$ cat config.mk
export PLATFORM = sky130hd
export DESIGN_NAME = axi_burst_master
export DESIGN_NICKNAME = d
export VERILOG_FILES = /design/src/rtl/axi_burst_master.sv
export SDC_FILE = /design/constraint.sdc
export NUM_CORES = 1
export LEC_CHECK = 0
export BUFFER_PORTS_ARGS = -buffer_cell sky130_fd_sc_hd__buf_2
export CAP_MARGIN = 20
export CORE_AREA = 2 2 145 147
export CTS_CLUSTER_SIZE = 10
export DETAILED_ROUTE_END_ITERATION = 8
export DIE_AREA = 0 0 147 149
export PLACE_DENSITY = 0.56
export RECOVER_POWER = 25
export REMOVE_ABC_BUFFERS = 1
export SLEW_MARGIN = 25
export SYNTH_ARGS = -nofsm -noshare
export SYNTH_HDL_FRONTEND = slang
export SYNTH_SLANG_ARGS = --single-unit
$ cat constraint.sdc
create_clock -name clk -period 2.82 [get_ports clk]
set_input_delay 0.705 -clock clk [delete_from_list [all_inputs] [get_ports clk]]
set_output_delay 0.705 -clock clk [all_outputs]
set_load 0.03 [all_outputs]
$ cat src/rtl/axi_burst_master.sv
// axi_burst_master: command-driven AXI4 INCR burst master.
// One burst at a time; write beats stream in from a valid/ready source,
// read beats stream out to a valid/ready sink, and completion status is
// reported with a one-cycle done pulse per command.
`timescale 1ns/1ps

module axi_burst_master #(
  parameter int ADDR_W  = 32,
  parameter int DATA_W  = 32,
  parameter int TIMEOUT = 1024
) (
  input  logic                  clk,
  input  logic                  rst,
  // command port
  input  logic                  cmd_valid,
  output logic                  cmd_ready,
  input  logic                  cmd_write,
  input  logic [ADDR_W-1:0]     cmd_addr,
  input  logic [7:0]            cmd_len,
  // write beat source
  input  logic [DATA_W-1:0]     wr_data,
  input  logic [DATA_W/8-1:0]   wr_strb,
  input  logic                  wr_valid,
  output logic                  wr_ready,
  // read beat sink
  output logic [DATA_W-1:0]     rd_data,
  output logic [1:0]            rd_resp,
  output logic                  rd_last,
  output logic                  rd_valid,
  input  logic                  rd_ready,
  // completion
  output logic                  done,
  output logic [1:0]            resp,
  // AXI4 write address
  output logic [ADDR_W-1:0]     awaddr,
  output logic [7:0]            awlen,
  output logic [2:0]            awsize,
  output logic [1:0]            awburst,
  output logic                  awvalid,
  input  logic                  awready,
  // AXI4 write data
  output logic [DATA_W-1:0]     wdata,
  output logic [DATA_W/8-1:0]   wstrb,
  output logic                  wvalid,
  output logic                  wlast,
  input  logic                  wready,
  // AXI4 write response
  input  logic [1:0]            bresp,
  input  logic                  bvalid,
  output logic                  bready,
  // AXI4 read address
  output logic [ADDR_W-1:0]     araddr,
  output logic [7:0]            arlen,
  output logic [2:0]            arsize,
  output logic [1:0]            arburst,
  output logic                  arvalid,
  input  logic                  arready,
  // AXI4 read data
  input  logic [DATA_W-1:0]     rdata,
  input  logic [1:0]            rresp,
  input  logic                  rvalid,
  input  logic                  rlast,
  output logic                  rready
);

  typedef enum logic [2:0] {
    S_IDLE = 3'd0,
    S_AW   = 3'd1,
    S_W    = 3'd2,
    S_B    = 3'd3,
    S_AR   = 3'd4,
    S_R    = 3'd5
  } state_t;

  localparam logic [1:0]  RESP_OKAY  = 2'b00;
  localparam logic [1:0]  RESP_ERR   = 2'b10;
  localparam logic [1:0]  RESP_ABORT = 2'b11;
  // Stall count at which a handshake that still has not happened is abandoned.
  localparam logic [15:0] TO_LIMIT   = (TIMEOUT > 0) ? 16'(TIMEOUT - 1) : 16'd0;

  state_t              state_q, state_d;
  logic [ADDR_W-1:0]   addr_q, addr_d;
  logic [7:0]          len_q, len_d;
  logic [7:0]          beat_q, beat_d;
  logic                err_q, err_d;
  logic                done_q, done_d;
  logic [1:0]          resp_q, resp_d;
  logic [15:0]         stall_q, stall_d;

  // Scratch values of the next-state logic.
  logic                hs;
  logic                stall_expired;
  logic [12:0]         span_end;

  // Register all FSM state, burst bookkeeping and the status outputs.
  always_ff @(posedge clk or posedge rst) begin
    if (rst) begin
      state_q <= S_IDLE;
      addr_q  <= '0;
      len_q   <= '0;
      beat_q  <= '0;
      err_q   <= 1'b0;
      done_q  <= 1'b0;
      resp_q  <= RESP_OKAY;
      stall_q <= '0;
    end else begin
      state_q <= state_d;
      addr_q  <= addr_d;
      len_q   <= len_d;
      beat_q  <= beat_d;
      err_q   <= err_d;
      done_q  <= done_d;
      resp_q  <= resp_d;
      stall_q <= stall_d;
    end
  end

  // Next-state, bookkeeping and bus outputs of the burst FSM.
  always_comb begin
    state_d  = state_q;
    addr_d   = addr_q;
    len_d    = len_q;
    beat_d   = beat_q;
    err_d    = err_q;
    done_d   = 1'b0;
    resp_d   = resp_q;
    hs       = 1'b0;

    cmd_ready = 1'b0;
    awvalid   = 1'b0;
    wvalid    = 1'b0;
    wlast     = 1'b0;
    wr_ready  = 1'b0;
    bready    = 1'b0;
    arvalid   = 1'b0;
    rready    = 1'b0;
    rd_valid  = 1'b0;
    rd_last   = 1'b0;

    // Address and length stay on the bus for the whole command; the
    // downstream slave keeps sampling ARLEN while the burst runs.
    awaddr  = addr_q;
    awlen   = len_q;
    awsize  = 3'b010;
    awburst = 2'b01;
    araddr  = addr_q;
    arlen   = len_q;
    arsize  = 3'b010;
    arburst = 2'b01;
    wdata   = wr_data;
    wstrb   = wr_strb;
    rd_data = rdata;
    rd_resp = rresp;

    // End of the burst within its 4KB page, in 13 bits so 4096 is exact.
    span_end = {1'b0, cmd_addr[11:2], 2'b00}
             + {1'b0, ({2'b00, cmd_len} + 10'd1), 2'b00};

    stall_expired = (TIMEOUT != 0) && (stall_q == TO_LIMIT);

    case (state_q)
      S_IDLE: begin
        cmd_ready = 1'b1;
        if (cmd_valid) begin
          addr_d = cmd_addr & ~ADDR_W'(3);
          len_d  = cmd_len;
          beat_d = '0;
          err_d  = 1'b0;
          if (span_end > 13'd4096) begin
            // Page-crossing burst: report and drop without touching the bus.
            done_d = 1'b1;
            resp_d = RESP_ABORT;
          end else begin
            state_d = cmd_write ? S_AW : S_AR;
          end
        end
      end

      S_AW: begin
        awvalid = 1'b1;
        if (awready) begin
          hs      = 1'b1;
          state_d = S_W;
        end
      end

      S_W: begin
        wvalid   = wr_valid;
        wr_ready = wready;
        wlast    = (beat_q == len_q);
        if (wr_valid && wready) begin
          hs     = 1'b1;
          beat_d = beat_q + 8'd1;
          if (beat_q == len_q) begin
            state_d = S_B;
          end
        end
      end

      S_B: begin
        bready = 1'b1;
        if (bvalid) begin
          hs      = 1'b1;
          resp_d  = bresp;
          done_d  = 1'b1;
          state_d = S_IDLE;
        end
      end

      S_AR: begin
        arvalid = 1'b1;
        if (arready) begin
          hs      = 1'b1;
          state_d = S_R;
        end
      end

      S_R: begin
        rready   = rd_ready;
        rd_valid = rvalid;
        rd_last  = rlast;
        if (rvalid && rd_ready) begin
          hs     = 1'b1;
          beat_d = beat_q + 8'd1;
          err_d  = err_q | (rresp != RESP_OKAY);
          if (rlast) begin
            // An early or late RLAST is a length error.
            resp_d  = ((beat_q != len_q) || err_d) ? RESP_ERR : RESP_OKAY;
            done_d  = 1'b1;
            state_d = S_IDLE;
          end else if (beat_q == len_q) begin
            // Slave overran the requested length: stop at our last beat.
            resp_d  = RESP_ERR;
            done_d  = 1'b1;
            state_d = S_IDLE;
          end
        end
      end

      default: begin
        state_d = S_IDLE;
      end
    endcase

    // A handshake that has stalled too long abandons the command.
    if ((state_q != S_IDLE) && !hs && stall_expired) begin
      state_d = S_IDLE;
      done_d  = 1'b1;
      resp_d  = RESP_ABORT;
    end

    // Stall counter restarts on every handshake and every state change.
    if ((state_q == S_IDLE) || hs || (state_d != state_q)) begin
      stall_d = '0;
    end else begin
      stall_d = stall_q + 16'd1;
    end
  end

  assign done = done_q;
  assign resp = resp_q;

endmodule

Yosys cells after proc, flatten, opt, wreduce, memory -nomap -nowiden
Cells that the tools add are included.
Operators by class
  magnitude comparators: 1
  equality and inequality tests: 17
  reductions and logical operators: 18
  bitwise gates (word level): 1
  mux-type cells: 53
  add/subtract/negate cells: 4
Operator list (number)
  $mux 3: 12
  $mux 8: 3
  $pmux 8 s3: 1
  $mux 1: 23
  $pmux 3 s6: 1
  $add 16x1->16 const B: 1
  $eq 16x10->1 const B: 1
  $mux 16: 1
  $mux 2: 8
  $add 12x11->13: 1
  $gt 13x13->1 const B: 1
  $ne 3x3->1 const B: 4
  $add 8x1->9 const B: 1
  $add 8x1->8 const B: 1
  $eq 8x8->1: 1
  $ne 8x8->1: 1
  $eq 3x2->1 const B: 2
  $eq 3x3->1 const B: 2
  $ne 2x2->1 const B: 3
  $pmux 2 s3: 1
  $reduce_and 6->1: 1
  $reduce_bool 3->1: 2
  $pmux 1 s5: 1
  $logic_and 1x1->1: 4
  other kinds (14): 17
Word-level totals
  word-level logic and storage cells: 102
  input port bits: 124
  flip-flop bits (word level): 69
  output and inout bits: 173

Longest topological paths before layout
Gate-level depths: netlist (run 1).
  word-level depth: 10
  depth in mapped cells: 13
  depth with buffers taken out: 12

Least setup slack after synthesis (run 1)
OpenSTA, ideal clock, no wires.
  path kind: input -> register
  from: input port cmd_len[0]
  to: register resp_q[0], in the netlist resp[0]
  required time: 2.692 ns
  data arrival time: 3.121 ns
  stages on the path: 13
  library setup time: 0.128 ns
  buffers on the path: 1
  slack: -0.428 ns
  cells stage by stage: ha_1 -> nand3_1 -> nor2_1 -> xor2_1 -> ha_1 -> buf_6 -> inv_4 -> a2111oi_4 -> o211ai_1 -> or3_4 -> nor4_4 -> o31ai_2 -> mux2_1
Between the ends
  longest elaborated chain between the ends: 5
RTL lines
  start, declared: RTL line 19  | input logic [7:0] cmd_len,
  $add 8x1->9: RTL line 157  | + {1'b0, ({2'b00, cmd_len} + 10'd1), 2'b00};
  $add 12x11->13: RTL line 157
  $gt 13x13->1: RTL line 169  | if (span_end > 13'd4096) begin
  $ne 3x3->1 (no source line)
  $reduce_and 6->1 (no source line)
  end signal, assigned: RTL line 113  | resp_q <= resp_d;
  end, declared: RTL line 87  | logic [1:0] resp_q, resp_d;
No other way between the ends.
A chain may end at the register's enable or synchronous reset.

Worst setup path after layout (run 1)
  from: input port cmd_len[1]
  to: register resp_q[1], in the netlist resp[1]
The elaborated chain is that of the path after synthesis.

==> summary.txt, run 1 <==
Synthesis
  – Post-Syn Instances: 559
  – Yosys reg bits: 69
  – Count leader, synth: nand2_1
  – Adder-Cell Fraction of Synth Area: under 10%
  – Post-Synth Simple-Gate Area: 22.6%
  – Mean Syn Cell Area: 8.54 um2
  – Main synth FF type: dfrtp_1
  – Register area share after synthesis: 36.2%
  – Yosys warns: 0
  – EDFF count, synth: 0
  – Main combinational cell family by area after synthesis: simple AND/OR/NAND/NOR gates
  – Commonest cells post-synth: nand2_1, buf_4, dfrtp_1
  – Synth area leader: dfrtp_1
  – Synth top area share: 36.2%
  – Proportion of synthesized area in mux cells: 0.682%
  – Post-synthesis xor/xnor area fraction: between 6 and 7%
  – Synth area leaders: dfrtp_1, buf_4, nand2_1, xnor2_1, ha_1
  – Async SR Flop Fraction: 100%
  – Unique masters post-synth: 57
  – Cell area after synthesis: 4770 um2
  – Compound-Gate Fraction of Synth Area: 8.18%

Floorplan
  – # rows: 53
  – Die area: 21900 um2
  – Die Wd: 147 um
  – Die Ht: 149 um
  – Core footprint: about 21000 um2
  – I/O pin total: ~300
  – Initial Utilization: 23.2%

STA
  – Final-report hold violation count: 0
  – RSZ-0062 raised after global routing: yes
  – Final Max Slew Viols: 0
  – Fin worst setup slack: -187 ps
  – Tcrit/Tclk final: 107%
  – Fmax: 0.333 GHz
  – Worst Tran Pin Value: 1240 ps
  – Final min period: 3010 ps
  – Slew headroom: 16.9%
  – Clk_skew: 8.83 ps
  – Final Setup Violations: 11

CTS
  – Hold_buf cts: 0
  – Root Buffer: clkbuf_16
  – Reg clk slew, reported paths: 60 ps
  – Max H-tree Level: 3
  – TritonCTS clock tree: built
  – Worst-skew pair later-pin latency: 350 ps
  – Inserted Clock Buffers: 9
  – Buffer levels on the longest clock path: 2
  – # clock sinks: approximately 70

Power and ir drop
  – Pwr dens: 1050 nW/um2
  – Maximum VDD drop: 0.504 mV
  – Leak: 2.91 nW
  – Power, Total: 6.07 mW

Layout
  – Fin nets: 776
  – Post-route cell area: 5800 um2
  – Area Growth Syn to Fin: 21.5%
  – Fillcell total: 2241
  – Share of layout cells above drive strength 1: between 30% and 40%

GRT
  – Pin count of the biggest net entering global routing: 44
  – Antenna violations before repair: 1
  – GRT Total Usage: 14.4%
  – Global route overflow: 0
  – First-pass GRT wire length: 23300 um
  – Vias in the first global route: 3725

Critical path
  – Critical Path RT: 3050 ps
  – Worst Setup End Kind: flip-flop
  – Worst Path Arrival: ~3200 ps
  – Crit Path Category: input pin to flip-flop
  – CP Max Fanout: 7
  – Setup crit start kind: input pin

Routing
  – DR WL/cell: about 17 um
  – Drt pass-1 iters: 4
  – Via Count: 3914
  – Final WL: 15700 um
  – Number of vias per cell: between 4 and 5
  – ANT nets after route: 0
  – Residual DRC count: 0
  – Violation count after the first detailed-route iteration: 152

Placed design
  – Area after DPL: 5220 um2
  – Post-detail-place hpwl: 12100 um
  – Gpl congestion: 0.804
  – Port buffer count: 144

Status
  – Failing checks: negative setup slack
  – Status: finished, violations left

Flow run
  – Max-cap violation count: 0

Min path
  – Hold Path Class: flip-flop to flip-flop
==> layout make-up <==
type                       instances  area (um2)  share of cell area, %
clock buffer                       9         225                   3.88
antenna                            1        2.50                 0.0432
timing repair buffer             193        1100                   19.0
clock inverter                     7        97.6                   1.68
multi-input combinational        354        2260                   39.0
inverter                          10        40.0                  0.691
sequential                        69        1730                   29.8
tap                              275         344                   5.93
==> cells in the final DEF (no fill, tap or decap), types with 7 or more instances in the layout <==
cell type	instances
a211oi_2	9
a21oi_1	8
and2_1	9
and3_1	9
buf_2	142
buf_4	42
clkbuf_16	9
conb_1	14
dfrtp_1	69
ha_1	12
inv_1	8
nand2_1	129
nand3_1	14
nand4_1	7
nor2_1	28
o21ai_0	8
xnor2_1	20
xor2_1	12
==> through the flow <==
| stage | util (%) | setup TNS [ps] | hold WS (ps) | setup slack [ps] | instances |
|---|---|---|---|---|---|
| floorplan | - | -4300 | 455 | -498 | 433 |
| global placement | 25.4 | -7030 | 468 | -647 | 894 |
| detailed placement | 25.4 | -7340 | 475 | -698 | 894 |
| CTS | 27.7 | -2210 | 490 | -271 | 912 |
| global route | 28.2 | -2980 | 526 | -296 | 917 |
| finish | 28.2 | -1300 | 494 | -187 | 918 |
==> cells by family (layout without fill, tap and decap cells) <==
family                   after synthesis  in the layout
AND/OR/NAND/NOR                      232            232
buffers and inverters                148            219
flip-flops                            69             69
AO/OA/AOI/OAI                         54             54
XOR/XNOR                              36             36
adder cells (fa/ha/maj)               15             15
multiplexers                           3              3
other                                  2             15
==> path summary, 6_finish.rpt <==
kind                             from          to  slack, ps  cells past startpoint
max in group asynchronous         rst   beat_q[0]        580                      3
max reg2reg                state_q[2]  stall_q[8]        510                      8
max                        cmd_len[1]     resp[1]       -190                     15
min in group asynchronous         rst  araddr[23]        690                      2
min                        stall_q[0]  stall_q[0]        490                      1
min reg2reg                stall_q[0]  stall_q[0]        490                      1
==> state kept, by name (all words and copies together) (netlist names) <==
name	count
beat_q	8
done	1
state_q	3
arlen	8
err_q	1
araddr	30
stall_q	16
resp	2
==> metal layers <==
layer	track usage (%)	share of wire (%)	vias up
met4	3.41	1.1	2
li1	-	-	1858
met3	10.2	14	17
met1	18.2	44	1818
met5	7.50	0.73	-
met2	18.9	40	219
==> timing repair <==
action                                  in CTS  in global routing
resized for setup                           33                 16
pin swaps                                   21                 13
endpoints found under the setup margin      11                 12
gates cloned                                 0                  0
buffers inserted                             2                  6
==> power by group <==
part           leakage, nW  internal [mW]  switching (mW)  total [mW]
registers            0.889           1.31           0.323        1.64
clock network        0.152          0.779           0.485        1.26
logic                 1.86          0.972            2.20        3.17
total                 2.91           3.06            3.01        6.07
==> worst max-delay path: stages <==
cell and delay, ps:
buf_8 100, ha_4 160, nand3_4 100, nor2_4 40, xor2_1 150, ha_1 300, buf_4 170, o21a_1 190
o21ai_2 150, a21oi_2 50, a211oi_2 290, nor4_4 80, buf_4 160, o31ai_4 240, mux2_4 330
Note: power is estimated with default switching activity, not from simulation.
==> run 2, diff against run 1 <==
Settings changed: CELL_PAD_IN_SITES_DETAIL_PLACEMENT from default to 1, CELL_PAD_IN_SITES_GLOBAL_PLACEMENT from default to 2, CORE_AREA 2 2 145 147 to 2 2 148 150, DIE_AREA 0 0 147 149 to 0 0 150 152, PLACE_DENSITY 0.56 to 0.87.
==> summary.txt, run 2 (synthesis results as in run 1) <==
STA
  – Clk_skew: 8.17 ps (was 8.83 ps)
  – RSZ-0062 raised after global routing: yes (unchanged)
  – Worst Tran Pin Value: 1350 ps (was 1240 ps)
  – Fin worst setup slack: -301 ps (was -187 ps)
  – Slew headroom: 9.88% (was 16.9%)
  – Final-report hold violation count: 0 (unchanged)
  – Setup_tns: -2740 ps (was -1300 ps)
  – Fmax: 0.320 GHz (was 0.333 GHz)
  – Final min period: 3120 ps (was 3010 ps)
  – Tcrit/Tclk final: 111% (was 107%)
  – Final Max Slew Viols: 0 (unchanged)
  – Final Setup Violations: 12 (was 11)

Floorplan
  – Die area: 22800 um2 (was 21900 um2)
  – Die Ht: 152 um (was 149 um)
  – Die Wd: 150 um (was 147 um)
  – Core footprint: 21400 um2 (was 20600 um2)
  – Initial Utilization: 22.4% (was 23.2%)
  – I/O pin total: 297 (unchanged)
  – # rows: 54 (was 53)

Routing
  – Number of vias per cell: 4.40 (was 4.26)
  – Residual DRC count: 0 (unchanged)
  – Via Count: 4073 (was 3914)
  – ANT nets after route: 0 (unchanged)
  – Final WL: 17900 um (was 15700 um)
  – Drt pass-1 iters: 4 (unchanged)
  – DR WL/cell: 19.3 um (was 17.2 um)
  – Violation count after the first detailed-route iteration: 179 (was 152)

Critical path
  – CP bufs+invs: 4 (was 3)
  – Setup crit start kind: input pin (unchanged)
  – Critical path's slowest cell: ha_2 (was mux2_4)
  – Crit Path Category: input pin to flip-flop (unchanged)
  – Worst Setup End Kind: flip-flop (unchanged)
  – Cell-by-cell trace of the critical path: buf_8, ha_4, nand3_4, nor2_4, xor2_1, ha_2, inv_4, a2111oi_4, o211ai_1, or3_4, nor4_4, buf_4, a211oi_4, buf_12, a211oi_2 (was buf_8, ha_4, nand3_4, nor2_4, xor2_1, ha_1, buf_4, o21a_1, o21ai_2, a21oi_2, a211oi_2, nor4_4, buf_4, o31ai_4, mux2_4)
  – Worst Path Arrival: 3370 ps (was 3230 ps)
  – Delay of the slowest cell on the worst path: 380 ps (was 330 ps)
  – Critical Path RT: 3060 ps (was 3050 ps)
  – Delay-heaviest family, CP: compound AO/OA/AOI/OAI gates (unchanged)
  – CP Max Fanout: 8 (was 7)

Layout
  – Multi-input logic area: 2370 um2 (was 2260 um2)
  – Non-Filler Instances: 926 (was 918)
  – Sequential cell area: 1730 um2 (unchanged)
  – Area Growth Syn to Fin: 24.3% (was 21.5%)
  – Share of layout cells above drive strength 1: 40.7% (was 38.5%)
  – Max FFs per register: 30 (unchanged)
  – Most common cell after layout, fill and taps aside: buf_2 (unchanged)
  – Commonest cells after routing, fill and taps aside: buf_2, nand2_1, dfrtp_1, buf_4, nor2_1 (unchanged)
  – Fin nets: 778 (was 776)
  – Final core utilization: 27.8% (was 28.2%)
  – Post-route cell area: 5930 um2 (was 5800 um2)
  – Fillcell total: 2607 (was 2241)

Power and ir drop
  – Leak: 2.96 nW (was 2.91 nW)
  – Maximum VDD drop: 0.471 mV (was 0.504 mV)
  – Pwr dens: 1010 nW/um2 (was 1050 nW/um2)

GRT
  – Vias in the first global route: 4167 (was 3725)
  – Antenna violations before repair: 3 (was 1)
  – GRT Total Usage: 15.4% (was 14.4%)
  – Pin count of the biggest net entering global routing: 44 (unchanged)
  – First-pass GRT wire length: 26200 um (was 23300 um)
  – Global route overflow: 0 (unchanged)

CTS
  – # clock sinks: 69 (unchanged)
  – TritonCTS clock tree: built (unchanged)
  – Max H-tree Level: 3 (unchanged)
  – Worst-skew pair later-pin latency: 340 ps (was 350 ps)
  – Root Buffer: clkbuf_16 (unchanged)
  – Buffer levels on the longest clock path: 2 (unchanged)
  – Reg clk slew, reported paths: 60 ps (about the same)
  – Inserted Clock Buffers: 9 (unchanged)

Min path
  – Hold Path Class: flip-flop to flip-flop (unchanged)

Status
  – Status: finished, violations left (unchanged)
  – Failing checks: negative setup slack (unchanged)

Placed design
  – Gpl congestion: 0.777 (was 0.804)
  – Post-detail-place hpwl: 13500 um (was 12100 um)
  – Area after DPL: 5260 um2 (was 5220 um2)
  – Port buffer count: 144 (unchanged)
  – Cell count after placement: 901 (was 894)

Flow run
  – Max-cap violation count: 0 (unchanged)
[run 2: changes by cell type in the layout (fill, tap and decap cells not counted), moves of 3 or more]
cell	delta
ha_4	+4
xnor2_1	-3
ha_1	-4
clkbuf_1	-3
clkinv_4	+3
[run 2: area by class of cell]
class / instances / area share (%)
clock buffer: 10 / 4.03
clock inverter: 6 / 0.801
multi-input combinational: 354 / 40.0
sequential: 69 / 29.1
tap: 280 / 5.90
antenna: 2 / 0.0844
inverter: 10 / 0.675
timing repair buffer: 195 / 19.4
[run 2: tightest hold or removal path, cell delays in order, from the launching register on]
cell and delay, ps:
dfrtp_1 350, nand2_1 50, nand2_1 50
[run 2: power by group]
part | total, mW | internal [mW] | switching, mW
Sequential | 1.65 | 1.31 | 0.339
Combinational | 3.27 | 1.02 | 2.24
Clock | 1.09 | 0.625 | 0.469
[run 2: final timing paths]
path / start / endpoint / slack, ps / cells after the start
max: cmd_len[0] / stall_q[1] / -300 / 15
min: araddr[23] / araddr[23] / 490 / 2
max reg2reg: state_q[2] / stall_q[1] / 430 / 8
min reg2reg: araddr[23] / araddr[23] / 490 / 2
max in group asynchronous: rst / arlen[0] / 670 / 3
min in group asynchronous: rst / araddr[18] / 750 / 2
[run 2: metal layers]
metal | GRT usage, % | up-vias | routed length, um
met5 | 5.87 | - | 170
met4 | 3.19 | 8 | 177
met3 | 12.3 | 27 | 2770
met2 | 21.4 | 211 | 7490
met1 | 18.1 | 1960 | 7260
li1 | - | 1867 | -
[run 2: repair_timing]
action                                  in CTS  in global routing
hold buffers                                 0                  0
buffers inserted                             4                  5
resized for setup                           38                 26
pin swaps                                   19                 15
endpoints found under the setup margin      12                 12
[run 2: metrics by stage]
stage          total power, mW  setup slack (ps)  hold slack (ps)
4_1_cts                   6.00              -309              502
3_3_place_gp              4.73              -673              478
3_5_place_dp              4.80              -888              471
6_report                  6.01              -301              493
5_1_grt                   6.41              -416              514
2_1_floorplan             3.63              -498              455
